[config.mk]
export PLATFORM = sky130hd
export DESIGN_NAME = layer_argmax
export DESIGN_NICKNAME = d
export VERILOG_FILES = /design/src/rtl/nn_pkg.sv /design/src/rtl/max_compare.sv /design/src/rtl/layer_argmax.sv
export SDC_FILE = /design/constraint.sdc
export NUM_CORES = 1
export LEC_CHECK = 0
export CORE_UTILIZATION = 40
export DETAILED_ROUTE_END_ITERATION = 7
export HOLD_SLACK_MARGIN = 0.05
export PLACE_DENSITY = 0.66
export RECOVER_POWER = 25
export REMOVE_ABC_BUFFERS = 1
export SYNTH_ARGS = -nofsm -noshare
export SYNTH_HDL_FRONTEND = slang
export SYNTH_HIERARCHICAL = 1
export SYNTH_SLANG_ARGS = --single-unit
[constraint.sdc]
create_clock -name clk -period 4.2 [get_ports clk]
set_input_delay 0.42 -clock clk [delete_from_list [all_inputs] [get_ports clk]]
set_output_delay 0.42 -clock clk [all_outputs]
set_load 0.02 [all_outputs]
[src/rtl/nn_pkg.sv]
// Shared neuron-array definitions: output width and layer_argmax state encoding.
package nn_pkg;

   // Width of one ReLU neuron output
   localparam int unsigned DATA_W = 23;

   // Layer argmax controller states
   typedef enum logic [1:0] {
      ST_COLLECT = 2'd0,
      ST_SCAN    = 2'd1,
      ST_HOLD    = 2'd2
   } state_e;

endpackage : nn_pkg

[src/rtl/max_compare.sv]
// Combinational running-maximum step: keeps the current best unless the
// candidate is strictly greater (unsigned), so ties favour the lower index.
//   cand_i/cand_idx_i : candidate value and its neuron index
//   best_i/best_idx_i : current best value and its neuron index
//   new_best_o/new_idx_o : updated best value and index
module max_compare #(
   parameter int unsigned DATA_W = 23,
   parameter int unsigned IDX_W  = 2
) (
   input  logic [DATA_W-1:0] cand_i,
   input  logic [IDX_W-1:0]  cand_idx_i,
   input  logic [DATA_W-1:0] best_i,
   input  logic [IDX_W-1:0]  best_idx_i,
   output logic [DATA_W-1:0] new_best_o,
   output logic [IDX_W-1:0]  new_idx_o
);

   always_comb begin
      new_best_o = best_i;
      new_idx_o  = best_idx_i;
      if (cand_i > best_i) begin
         new_best_o = cand_i;
         new_idx_o  = cand_idx_i;
      end
   end

endmodule : max_compare

[src/rtl/layer_argmax.sv]
// Buffers one ReLU output per neuron for a full layer, scans the buffer
// sequentially for the largest value and presents the winner (index + value)
// with a valid/ready handshake.
//   clk, rst          : clock, asynchronous active-high reset
//   flush             : synchronous abort back to COLLECT (highest priority)
//   in_valid/in_data  : neuron output stream, in_ready high while collecting
//   out_valid/out_ready : result handshake
//   out_idx/out_max   : index and value of the layer maximum
module layer_argmax #(
   parameter int unsigned NUM_NEURONS = 4,
   parameter int unsigned DATA_W      = nn_pkg::DATA_W,
   parameter int unsigned IDX_W       = 2
) (
   input  logic              clk,
   input  logic              rst,
   input  logic              flush,
   input  logic              in_valid,
   input  logic [DATA_W-1:0] in_data,
   output logic              in_ready,
   output logic              out_valid,
   input  logic              out_ready,
   output logic [IDX_W-1:0]  out_idx,
   output logic [DATA_W-1:0] out_max
);

   import nn_pkg::*;

   localparam logic [IDX_W-1:0] LAST_IDX = IDX_W'(NUM_NEURONS - 1);

   state_e            state_q, state_d;
   logic [DATA_W-1:0] buf_q [NUM_NEURONS];
   logic [IDX_W-1:0]  wr_ptr_q, wr_ptr_d;
   logic [IDX_W-1:0]  scan_ptr_q, scan_ptr_d;
   logic [DATA_W-1:0] best_q, best_d;
   logic [IDX_W-1:0]  best_idx_q, best_idx_d;
   logic              in_ready_q, in_ready_d;
   logic              out_valid_q, out_valid_d;
   logic [IDX_W-1:0]  out_idx_q, out_idx_d;
   logic [DATA_W-1:0] out_max_q, out_max_d;

   logic              accept;
   logic              last_wr;
   logic              first_scan;
   logic              last_scan;
   logic [DATA_W-1:0] cmp_best;
   logic [IDX_W-1:0]  cmp_idx;

   assign accept     = in_valid & in_ready_q;
   assign last_wr    = (wr_ptr_q == LAST_IDX);
   // scan_ptr is parked at 0 outside SCAN, so 0 marks the load cycle
   assign first_scan = (scan_ptr_q == '0);
   assign last_scan  = (scan_ptr_q == LAST_IDX);

   max_compare #(
      .DATA_W (DATA_W),
      .IDX_W  (IDX_W)
   ) u_max_compare (
      .cand_i     (buf_q[scan_ptr_q]),
      .cand_idx_i (scan_ptr_q),
      .best_i     (best_q),
      .best_idx_i (best_idx_q),
      .new_best_o (cmp_best),
      .new_idx_o  (cmp_idx)
   );

   // State register
   always_ff @(posedge clk or posedge rst) begin
      if (rst) begin
         state_q <= ST_COLLECT;
      end else begin
         state_q <= state_d;
      end
   end

   // Next-state logic
   always_comb begin
      state_d = state_q;
      if (flush) begin
         state_d = ST_COLLECT;
      end else begin
         case (state_q)
            ST_COLLECT: if (accept && last_wr)           state_d = ST_SCAN;
            ST_SCAN:    if (!first_scan && last_scan)    state_d = ST_HOLD;
            ST_HOLD:    if (out_valid_q && out_ready)    state_d = ST_COLLECT;
            default:                                     state_d = ST_COLLECT;
         endcase
      end
   end

   // Datapath and output next values
   always_comb begin
      wr_ptr_d    = wr_ptr_q;
      scan_ptr_d  = scan_ptr_q;
      best_d      = best_q;
      best_idx_d  = best_idx_q;
      out_valid_d = out_valid_q;
      out_idx_d   = out_idx_q;
      out_max_d   = out_max_q;
      if (flush) begin
         wr_ptr_d    = '0;
         scan_ptr_d  = '0;
         out_valid_d = 1'b0;
      end else begin
         case (state_q)
            ST_COLLECT: begin
               if (accept) begin
                  wr_ptr_d = last_wr ? '0 : wr_ptr_q + IDX_W'(1);
               end
            end
            ST_SCAN: begin
               if (first_scan) begin
                  best_d     = buf_q[0];
                  best_idx_d = '0;
                  scan_ptr_d = IDX_W'(1);
               end else begin
                  best_d     = cmp_best;
                  best_idx_d = cmp_idx;
                  if (last_scan) begin
                     out_max_d   = cmp_best;
                     out_idx_d   = cmp_idx;
                     out_valid_d = 1'b1;
                     scan_ptr_d  = '0;
                  end else begin
                     scan_ptr_d = scan_ptr_q + IDX_W'(1);
                  end
               end
            end
            ST_HOLD: begin
               if (out_ready) begin
                  out_valid_d = 1'b0;
               end
            end
            default: begin
               wr_ptr_d   = '0;
               scan_ptr_d = '0;
            end
         endcase
      end
      // Registered so in_ready stays low through the handshake cycle
      in_ready_d = (state_d == ST_COLLECT);
   end

   // Control and result registers
   always_ff @(posedge clk or posedge rst) begin
      if (rst) begin
         wr_ptr_q    <= '0;
         scan_ptr_q  <= '0;
         best_q      <= '0;
         best_idx_q  <= '0;
         in_ready_q  <= 1'b1;
         out_valid_q <= 1'b0;
         out_idx_q   <= '0;
         out_max_q   <= '0;
      end else begin
         wr_ptr_q    <= wr_ptr_d;
         scan_ptr_q  <= scan_ptr_d;
         best_q      <= best_d;
         best_idx_q  <= best_idx_d;
         in_ready_q  <= in_ready_d;
         out_valid_q <= out_valid_d;
         out_idx_q   <= out_idx_d;
         out_max_q   <= out_max_d;
      end
   end

   // Layer buffer; contents are don't-care after reset
   always_ff @(posedge clk) begin
      if (accept && !flush) begin
         buf_q[wr_ptr_q] <= in_data;
      end
   end

   assign in_ready  = in_ready_q;
   assign out_valid = out_valid_q;
   assign out_idx   = out_idx_q;
   assign out_max   = out_max_q;

endmodule : layer_argmax

* Word level (Yosys, flattened, before mapping)
Memories as Yosys holds them, arrays and structs flattened. Index checks and enable logic that the tools add are counted.
Word-level totals: bits in writable memories 92, memories kept 1, word-level logic and storage cells 66, output and inout port bits 27, bits in registers 58
Operators by class: equality and inequality tests 10, reductions and logical operators 16, $lt $le $gt $ge 1, $add $sub $neg 2, mux-type cells 24, bitwise gates (word level) 3
Memory list:
- buf_q | depth 4, width 23, rd ports 2, clocked after Yosys merged registers in 0, wr ports 1, RTL line layer_argmax.sv:31 | logic [DATA_W-1:0] buf_q [NUM_NEURONS];
Operators by type and width (count):
- 2-to-1 mux 23 bit | 2
- 2-to-1 mux 2 bit | 12
- greater-than comparator 23 bit | 1
- inequality test 3 bit, second input constant | 4
- one-hot mux 2 bit (2 select lines) | 2
- AND reduction 4 bit | 2
- equality test 2 bit, second input constant | 3
- logical NOT 2 bit | 3
- 2-to-1 mux 1 bit | 6
- one-hot mux 2 bit (3 select lines) | 1
- adder 2 x 1 -> 2 bit, second input constant | 2
- logical AND 1 bit | 4
- inequality test 2 x 1 -> 1 bit, second input constant | 2
- AND reduction 2 bit | 2
- OR reduction 2 bit | 2
- nonzero test 3 bit | 1
- equality test 2 x 1 -> 1 bit, second input constant | 1
- logical NOT 1 bit | 2
- inverter 1 bit | 2
- one-hot mux 1 bit (2 select lines) | 1
- AND 1 bit | 1

* Longest topological paths before layout
depth in word-level cells 7, gate-level depth with buffers 14

* Modules after synthesis
The synthesis kept the hierarchy.
By module, submodules not included:
- layer_argmax | seq. area each 4215.3 µm², cells each 351, times used 1, area an instance 6074.6 µm²
- max_compare | seq. area each 0.0 µm², cells each 110, times used 1, area an instance 1002.2 µm²

* Worst setup path after synthesis
No wires, ideal clock.
kind flip-flop to flip-flop, start point reg scan_ptr_q[0], end point reg out_max_q[11], in the netlist out_max[11], slack 0.748 ns, arrival time 3.327 ns, library setup time 0.125 ns, buffers on the path 4, stages on the path, launching flop included 14, period minus slack after synthesis 3.452 ns, required time 4.075 ns, path through dfrtp_1 > buf_2 > buf_2 > mux4_2 > ha_1 > a21oi_1 > nand2_1 > a221o_1 > a31oi_1 > a32o_2 > buf_6 > buf_12 > mux2_4 > mux2_2
Between the ends: cells in the longest elaborated chain, start to end 3
Ends and longest elaborated chain:
- start: declaration | RTL line layer_argmax.sv:33 | logic [IDX_W-1:0] scan_ptr_q, scan_ptr_d;
- start signal: assignment | RTL line layer_argmax.sv:156 | scan_ptr_q <= scan_ptr_d;
- memory read (4 x 23 bit) *
- greater-than comparator 23 bit | RTL line max_compare.sv:21 | if (cand_i > best_i) begin
- 2-to-1 mux 23 bit * | RTL line max_compare.sv:21
- named net cmp_best[11] | RTL line layer_argmax.sv:45 | logic [DATA_W-1:0] cmp_best;
- end signal: assignment | RTL line layer_argmax.sv:162 | out_max_q <= out_max_d;
- end: declaration | RTL line layer_argmax.sv:39 | logic [DATA_W-1:0] out_max_q, out_max_d;
Mark *: on every way through the listed nets, which the timed path passes. The rest lies on a longest branch. A chain may end at the register's enable or synchronous reset.

* Worst setup path in the final report
start point reg scan_ptr_q[0], end point reg out_idx_q[0], in the netlist out_idx[0]
Between the ends: cells in the longest elaborated chain, start to end 3
Ends and longest elaborated chain:
- memory read (4 x 23 bit)
- greater-than comparator 23 bit | RTL line max_compare.sv:21
- 2-to-1 mux 2 bit * | RTL line max_compare.sv:21
- named net cmp_idx[0] | RTL line layer_argmax.sv:46 | logic [IDX_W-1:0] cmp_idx;
- end signal: assignment | RTL line layer_argmax.sv:161 | out_idx_q <= out_idx_d;
- end: declaration | RTL line layer_argmax.sv:38 | logic [IDX_W-1:0] out_idx_q, out_idx_d;
Marks and branches as above.

==> impl_metrics.py <==
metrics = {
    "clock_tree": {
        "ctsHoldBuffers": 0,
        "cts.sinks": 150,
        "post_cts_buffers": 0,
        "clk_latency_ps": 420,
        "max-clock-path-buffers": 2,
        "cts_tree": "built",
        "cts_resized": 0,
        "h-tree-depth": 4,
        "clk_pin_slew_ps": 60,
        "root_buffer": "clkbuf_16",
        "numCtsBuffers": 17,
    },
    "floorplanning": {
        "die_h_um": 135,
        "dieArea_sq_um": 18200,
        "core_sq_um": 17300,
        "die_w_um": 135,
        "ioPinCount": 55,
        "start_util_pct": 40.9,
        "row_count": 48,
    },
    "sta": {
        "period_share_pct": 87.9,
        "rsz0062_at_grt": "no",
        "hold_viol": 0,
        "period_needed_ps": 3690,
        "slew_headroom_pct": 33.6,
        "fin_setup_tns_ps": 0,
        "tightest_slew_ps": 995,
        "max_freq_mhz": 271,
        "drv_slew": 0,
        "setup_viol": 0,
        "skew_ps": 7.42,
    },
    "pwr": {
        "p_total_w": 0.00382,
        "p_leak_nw": 3.42,
        "ir_worst_vdd_uv": 350,
        "powerDensity_nw_per_um2": 447,
    },
    "critical_path": {
        "cp-start-kind": "flop",
        "cp-end-kind": "flop",
        "crit_path_max_incr_delay_ps": 570,
        "critPathTopFamily": "multiplexers",
        "reg2reg_depth": 11,
        "crit_buf_inv": 2,
        "cp_data_required_time_ps": 4500,
        "r2r_setup_slack_ps": 510,
        "r2r-end": "out_idx[0]",
        "slowest_stage": "mux4_2",
        "crit_path_cell_trace": "buf_4 -> mux4_2 -> ha_1 -> a21oi_1 -> nand2_1 -> a221o_1 -> a31oi_1 -> a32o_2 -> buf_12 -> mux2_2 -> mux2_4",
        "r2r_start": "scan_ptr_q[0]",
        "crit_type": "reg -> reg",
        "crit_cells": 11,
        "cp.arrival_ps": 4000,
        "cp-startpoint": "scan_ptr_q[0]",
        "crit_end": "out_idx[0]",
        "cp_max_fo": 18,
    },
    "final_layout": {
        "nFillCells": 1455,
        "syn2layout_area_growth_pct": 20.8,
        "n_antenna_cell": 0,
        "instances_no_fill": 763,
        "drive_above_1_share_pct": 23.0,
        "nets": 587,
    },
    "min_path": {
        "hold_depth": 2,
        "hold_class": "reg -> reg",
    },
    "global_routing": {
        "antenna_found_initial": 0,
        "grt_max_degree": 51,
        "grt_pass1_vias": 4183,
        "gr-usage-all-layers_pct": 16.9,
        "grt_first_pass_wirelength_um": 22400,
        "grt_overflow_total": 0,
    },
    "place": {
        "numPortBuffers": 54,
        "dp_cells": 731,
        "hpwl_um": 9070,
        "finalWeightedCongestion": 0.743,
    },
    "synth": {
        "avgSynthCellArea_sq_um": 15.4,
        "postSynth.asyncResetShare_pct": 38.7,
        "ys.flop_type": "edfxtp_1",
        "yosys_register_bits": 150,
        "synth.distinct_cells": 44,
        "yosysWarnings": 6,
        "syn_area_sq_um": 7080,
        "syn_inst": 461,
        "seq_area_frac_synth_pct": 59.6,
        "synth_edf_count": 92,
    },
    "route": {
        "dr_total_vias": 3902,
        "wl_um": 14100,
        "via_per_inst": 5.11,
        "wl_per_cell_um": 18.5,
        "drt.antenna.violating_nets": 0,
        "first_pass_iters": 4,
        "route.detailed.drc": 0,
        "dr.first_iter.drc_count": 197,
    },
    "flow_run": {
        "cap_violations": 0,
    },
    "outcome": {
        "status": "completed",
    },
}
metal layers:
layer,routed length [um],global-route usage [%]
met1,6020,20.5
met2,7280,29.7
met3,673,4.09
met4,166,5.24
met5,0,0
worst reg2reg max path: stages (launching register included):
cell	delay, ps
dfrtp_1	360
buf_4	350
mux4_2	570
ha_1	350
a21oi_1	160
nand2_1	70
a221o_1	340
a31oi_1	150
a32o_2	350
buf_12	250
mux2_2	380
mux2_4	260
how the worst min path moves through the flow:
| stage | from | end | slack (ps) |
|---|---|---|---|
| 4_1_cts | best_idx_q[1] | best_idx_q[1] | 500 |
| 2_1_floorplan | best_idx_q[0] | best_idx_q[0] | 440 |
| 6_report | best_idx_q[1] | best_idx_q[1] | 490 |
| 3_3_place_gp | best_idx_q[1] | best_idx_q[1] | 460 |
| 3_5_place_dp | best_idx_q[1] | best_idx_q[1] | 490 |
| 5_1_grt | out_max[16] | out_max[16] | 530 |
stage by stage:
stage | area, sq um | util (%) | setup WS [ps] | hold WS (ps)
after floorplan | 6920 | - | 34.4 | 444
after global placement | 7860 | 45.4 | 546 | 460
after detailed placement | 7860 | 45.4 | 516 | 486
after CTS | 8550 | 49.4 | 481 | 499
after global routing | 8550 | 49.4 | 342 | 528
final | 8550 | 49.4 | 508 | 493
Yosys cell counts (all sizes together) (2+ instances only):
master,instances,area share (%)
and2,5,0.44
a21oi,18,1.3
nor2b,3,0.30
o211ai,3,0.32
edfxtp,92,39
nand2,34,1.8
nand2b,4,0.35
nand3,4,0.28
o21ai,31,2.2
mux4,23,7.3
mux2i,23,3.3
dfrtp,57,20
mux2,50,10
nor3,2,0.14
nand4,5,0.74
clkbuf,7,0.37
inv,32,1.7
ha,34,6.0
buf,14,1.9
nor2,5,0.30
cells in the final DEF, fill, tap and decap left out, drive strengths merged, types with 5 or more instances in the layout:
master | synthesis | final
edfxtp | 92 | 92
nand2 | 34 | 34
and2 | 5 | 5
a21oi | 18 | 18
ha | 34 | 34
inv | 32 | 33
buf | 14 | 12
o21ai | 31 | 31
mux4 | 23 | 23
mux2 | 50 | 50
dlygate4sd3 | 0 | 21
bufinv | 0 | 7
dfrtp | 57 | 57
clkdlybuf4s50 | 0 | 33
nor2 | 5 | 5
clkbuf | 7 | 19
mux2i | 23 | 23
nand4 | 5 | 5
final cells by class:
| type | count | area [sq um] | area share (%) |
|---|---|---|---|
| Sequential cell | 150 | 4220 | 49.3 |
| Multi-Input combinational cell | 258 | 2580 | 30.2 |
| Timing Repair Buffer | 66 | 656 | 7.67 |
| Clock buffer | 19 | 443 | 5.18 |
| Tap cell | 225 | 282 | 3.29 |
| Clock inverter | 13 | 250 | 2.93 |
| Inverter | 32 | 120 | 1.40 |
cell families after synthesis:
family,after synthesis,synth area share (%)
adder cells (fa/ha/maj),34,6.01
buffers and inverters,53,3.98
flip-flops,150,59.6
AO/OA/AOI/OAI,62,5.00
multiplexers,96,20.7
AND/OR/NAND/NOR,66,4.79
sequential cells by signal, indices dropped and copies added (netlist names):
register,count
wr_ptr_q,2
out_valid,1
best_idx_q,2
state_q,2
out_idx,2
out_max,23
scan_ptr_q,2
buf_q,92
in_ready,1
best_q,23
report_power, final:
part / leakage, nW / switching [W] / total (W) / internal, W
sequential: 1.63 / 0.0000364 / 0.00167 / 0.00163
clock: 0.327 / 0.000593 / 0.00178 / 0.00119
combinational: 1.46 / 0.000190 / 0.000373 / 0.000183
Note: power is estimated with default switching activity, not from simulation.
